===== src/rtl/fetch_stage.sv =====
// F-stage fetch unit with IF/ID register: variable-latency req/ack instruction
// fetch, one-entry hold buffer for stalls, and PC/PC+4/PC+8 forwarding to decode.
module fetch_stage #(
   parameter logic [31:0] RESET_PC = 32'h0000_3000
) (
   input  logic        clk,
   input  logic        reset,
   input  logic [31:0] npc,
   input  logic        stall,
   output logic        imem_req,
   output logic [31:0] imem_addr,
   input  logic        imem_ack,
   input  logic [31:0] imem_rdata,
   output logic        fetch_stall,
   output logic [31:0] pc_F,
   output logic [31:0] IR_D,
   output logic [31:0] pc_D,
   output logic [31:0] pc4_D,
   output logic [31:0] pc8_D,
   output logic [31:0] fetch_cnt,
   output logic        misalign_err
);

   typedef enum logic {FETCH = 1'b0, HOLD = 1'b1} state_t;

   state_t      state;
   logic [31:0] buffer;
   logic        done;
   logic        advance;
   logic [31:0] instr_F;

   assign imem_req    = (state == FETCH) & ~reset;
   assign imem_addr   = pc_F;
   assign done        = ((state == FETCH) & imem_ack) | (state == HOLD);
   assign instr_F     = (state == HOLD) ? buffer : imem_rdata;
   assign fetch_stall = (state == FETCH) & ~imem_ack;
   assign advance     = done & ~stall;

   // PC, IF/ID register and hold-buffer FSM; npc is only sampled on advance
   always_ff @(posedge clk or posedge reset) begin
      if (reset) begin
         state        <= FETCH;
         pc_F         <= RESET_PC;
         buffer       <= 32'd0;
         IR_D         <= 32'd0;
         pc_D         <= 32'd0;
         pc4_D        <= 32'd0;
         pc8_D        <= 32'd0;
         fetch_cnt    <= 32'd0;
         misalign_err <= 1'b0;
      end else if (advance) begin
         state     <= FETCH;
         IR_D      <= instr_F;
         pc_D      <= pc_F;
         pc4_D     <= pc_F + 32'd4;
         pc8_D     <= pc_F + 32'd8;
         pc_F      <= {npc[31:2], 2'b00};
         fetch_cnt <= fetch_cnt + 32'd1;
         if (npc[1:0] != 2'b00) misalign_err <= 1'b1;
      end else if ((state == FETCH) && imem_ack && stall) begin
         // word arrived during a stall: park it so the PC is never re-requested
         buffer <= imem_rdata;
         state  <= HOLD;
      end
   end

endmodule

===== config.mk =====
export PLATFORM = sky130hd
export DESIGN_NAME = fetch_stage
export DESIGN_NICKNAME = d
export VERILOG_FILES = /design/src/rtl/fetch_stage.sv
export SDC_FILE = /design/constraint.sdc
export NUM_CORES = 1
export LEC_CHECK = 0
export ABC_AREA = 1
export BUFFER_PORTS_ARGS = -buffer_cell sky130_fd_sc_hd__buf_2
export CORE_MARGIN = 5
export CORE_UTILIZATION = 25
export CTS_CLUSTER_DIAMETER = 150
export DETAILED_ROUTE_END_ITERATION = 7
export GPL_TIMING_DRIVEN = 0
export PLACE_DENSITY_LB_ADDON = 0.12
export SLEW_MARGIN = 30
export SYNTH_ARGS = -nofsm -noshare
export SYNTH_HDL_FRONTEND = slang
export SYNTH_SLANG_ARGS = --single-unit

===== constraint.sdc =====
create_clock -name clk -period 7.57 [get_ports clk]
set_input_delay 1.514 -clock clk [delete_from_list [all_inputs] [get_ports clk]]
set_output_delay 1.514 -clock clk [all_outputs]
set_load 0.1 [all_outputs]

Word level (Yosys, flattened, before mapping)
Cells that the tools add are included.
{ "classes": {"addsub": 3, "bitwise": 10, "mux": 3, "n_reduce_logical": 6} }
{ "op_table": {"columns": ["operator", "count"], "rows": [
  ["adder 32 x 1 -> 32 bit (second input constant)", 1],
  ["adder 32 x 3 -> 32 bit (second input constant)", 1],
  ["adder 32 x 4 -> 32 bit (second input constant)", 1],
  ["2-to-1 mux 32 bit", 1],
  ["inverter 1 bit", 5],
  ["bitwise AND 1 bit", 4],
  ["AND reduction 2 bit", 2],
  ["nonzero test 2 bit", 2],
  ["logical AND 1 bit", 2],
  ["2-to-1 mux 1 bit", 2],
  ["bitwise OR 1 bit", 1]
]} }
{ "totals": {"out_inout_bits": 227, "input_bits": 68, "wordCells": 31, "reg_bits": 222} }

Depth between registers and ports, before layout
{ "depth": {"ltp_word": 6, "mapped_depth": 9, "ltp_nobuf": 9} }

Least setup slack after synthesis
OpenSTA, ideal clock, no wires.
{ "synth_timing": {"path_type": "input to output", "start": "in reset", "end": "out imem_req", "slack_ns": 3.291, "required_time_ns": 6.056, "path_stages": 1, "arrival_ns": 2.765, "path_buffers": 0, "cell_sequence": "nor2_1"} }
{ "synth_via": {"elab_chain_cells": 2} }
{ "synth_lines": {"columns": ["item", "line_no", "text"], "rows": [
  ["start: declaration", "7", "input logic reset,"],
  ["inverter 1 bit", "32", "assign imem_req = (state == FETCH) & ~reset;"],
  ["bitwise AND 1 bit", "32", null],
  ["end: declaration", "10", "output logic imem_req,"]
]} }
Every way passes these cells.

Worst setup path after layout
{ "layout_timing": {"start": "in imem_ack", "end": "out fetch_stall"} }
{ "layout_via": {"elab_chain_cells": 2} }
{ "layout_lines": {"columns": ["item", "line_no", "text"], "rows": [
  ["start: declaration", "12", "input logic imem_ack,"],
  ["inverter 1 bit", "36", "assign fetch_stall = (state == FETCH) & ~imem_ack;"],
  ["bitwise AND 1 bit", "36", null],
  ["end: declaration", "14", "output logic fetch_stall,"]
]} }
Every way passes these cells.

==> run_results.csv <==
group,metric,value,unit
setup_path,path_cells,"buf_2 > nor2_2 > buf_2",
clocking,postCtsResizedCells,0,
sta,fin_worst_skew,18.1,ps
floorplanning,dieArea,45900,sq um
sta,finalHoldViolCount,0,
global_route,grt_pass1_wl,62.3,mm
setup_path,critPathTopFamily,"buffers and inverters",
clocking,cts_tree,"built",
synthesis,yosysTopAreaCell,"dfrtp_1",
clocking,clock_path_buffers,3,
synthesis,synth_top_area_share,51.6,%
layout,final_layout_size_suffix_gt1_share,24.6,%
drt,drc,0,
drt,viasPerCell,4.37,
synthesis,synth_top_family_by_area,"simple AND/OR/NAND/NOR gates",
floorplanning,fp-row-count,74,
power_and_ir_drop,power.leakage,7.10,nW
floorplanning,ios,295,
placement,dpl_cell_area,12600,sq um
synthesis,synth_fa_ha_area_share,0.360,%
sta,hold_ws,474,ps
sta,slew_headroom,46.5,%
clocking,cts_root_buffer,"clkbuf_16",
floorplanning,start_util,25.4,%
setup_path,cpMaxStageDelayCell,"buf_2",
placement,gp_congestion,0.843,
synthesis,synthMuxAreaShare,0,%
synthesis,synthSimpleGateAreaFrac,29.2,%
layout,antenna_cells,0,
layout,postLayoutCoreUtil,33.2,%
layout,multi_input_area,4040,sq um
synthesis,yosys-top-cells-count,"nand2_1 (482), dfrtp_1 (215), nor2_1 (145)",
setup_path,cp.arrival,2300,ps
floorplanning,die_y,214,um
setup_path,cp.required,6060,ps
sta,rsz0062_at_grt,"no",
layout,syn2layout_area_growth,30.5,%
layout,register_area,5430,sq um
drt,vias,9713,
synthesis,synth_most_common_cell,"nand2_1",
clocking,clk_latency,550,ps
drt,drt.antenna.violating_nets,0,
layout,postLayoutCellArea,13600,sq um
synthesis,syn_area_per_cell,7.75,sq um
clocking,numCtsBuffers,28,
layout,nets,1742,
clocking,post_cts_buffers,0,
flow_run,max_cap_violations,0,
setup_path,criticalPathCategory,"primary input to primary output",
setup_path,cp-end-kind,"primary output",
synthesis,synthXorXnorAreaFrac,2.02,%
layout,final_cells,2225,
sta,final.setup.worst_slack,3750,ps
placement,place_inst,2173,
sta,report.final.slew_viol_count,0,
synthesis,yosysUniqueCellTypes,29,
floorplanning,core,41000,sq um
global_route,grtUsageTotal,17.2,%
synthesis,synth_warnings,0,
global_route,first_global_vias,9912,
clocking,htreeDepth,1,
sta,fin_crit,3820,ps
setup_path,crit_fanout,3,
drt,first_pass_iters,5,
placement,place_ws,3760,ps
placement,hpwl,30.8,mm
synthesis,synth-edff-count,0,
setup_path,critPathBufInv,2,
synthesis,synth_compound_area_share,6.81,%
clocking,clkTransAtPathRegs,60,ps
sta,fin_crit_sh,50.4,%
sta,fmax,262,MHz
power_and_ir_drop,ir_drop,0.174,mV
global_route,grt_start_max_net_pins,81,
synthesis,synth-seq-cells,217,
run_status,outcome,"completed",
sta,tightest_slew,803,ps
clocking,clkSinkCount,217,
layout,fill_cells,4454,
synthesis,synth_area_leaders,"dfrtp_1 (52%), nand2_1 (17%), o21ai_0 (5.6%)",
synthesis,synth_area,10400,sq um
power_and_ir_drop,p_total,4.90,mW
global_route,antenna_found_initial,3,
drt,routed_wl,40.6,mm
sta,finalSetupViolCount,0,
setup_path,crit_top_cell,"buf_2",
power_and_ir_drop,p_per_area,360,nW/um^2
synthesis,ys_seq_area_share,52.1,%
sta,fin_setup_tns,0,ps
min_path,min-delay-path-class,"register to register",
synthesis,synth-main-ff-cell,"dfrtp_1",
clocking,cts_hold_buffers,0,
drt,drt-initial-drc-count,485,
setup_path,cp-start-kind,"primary input",
synthesis,syn_inst,1346,
global_route,overflow,0,
placement,portBuffers,284,
synthesis,ys_async_sr_fraction,100,%
floorplanning,dieWidth,214,um
setup_path,critPathMaxStageDelay,490,ps
drt,routedWlPerCell,18.2,um
metal layers:
metal	vias up	track usage [%]	wire (um)
met5	-	0	39
met4	6	4.14	844
met3	52	3.81	2200
met2	248	28.9	19300
met1	4569	22.7	18200
li1	4838	-	-
power breakdown:
part	internal [mW]	switching [mW]
clock network	0.896	0.548
logic	0.282	1.68
registers	1.34	0.156
area by class of cell:
class                   instances  share of cell area (%)
flip-flops and latches        217                    39.9
multi-input cells             927                    29.7
repair buffers                286                    10.9
clock buffers                  35                    5.72
well taps                     532                    4.89
plain buffers                  88                    3.88
inverters                     123                    3.45
clock inverters                17                    1.59
tightest hold or removal path: cells and delay by family, from the launching register on:
family,cells,cell delay (ps)
flops,1,340
simple gates,2,100
state kept, by name, summed over array words and instances (netlist names):
register / count
IR_D: 32
buffer: 32
pc_D: 30
imem_addr: 30
state: 1
fetch_cnt: 32
misalign_err: 1
pc4_D: 30
pc8_D: 29
cells in the final DEF (no fill, tap or decap), drive strengths merged, types with 4 or more instances in the layout:
cell,Yosys,routed
inv,123,123
clkbuf,18,53
clkinv,0,11
buf,70,356
o21ai,119,119
nor2,152,152
nand3,104,104
xnor2,12,12
dfrtp,215,215
bufinv,0,5
nand4,12,12
o211ai,8,8
nand3b,4,4
xor2,12,12
nand2,482,482
conb,1,10
worst paths after layout:
| check | startpoint | endpoint | slack [ps] | depth (start not counted) |
|---|---|---|---|---|
| worst max-delay path | imem_ack | fetch_stall | 3750 | 3 |
| worst min-delay path | IR_D[0] | IR_D[0] | 470 | 2 |
| worst max register to register | imem_addr[3] | pc4_D[29] | 5370 | 8 |
| worst min register to register | IR_D[0] | IR_D[0] | 470 | 2 |
| max in group asynchronous | reset | imem_addr[12] | 5350 | 4 |
| min in group asynchronous | reset | IR_D[12] | 1010 | 2 |
kinds of logic after synthesis:
group,Yosys count
other,1
buffers and inverters,211
DFF,217
and+or+nand+nor,756
xor gates and xnor gates,24
AOI/OAI and AO/OA,134
adders and majority gates,3
No activity file was read; power rests on OpenSTA's default activity.
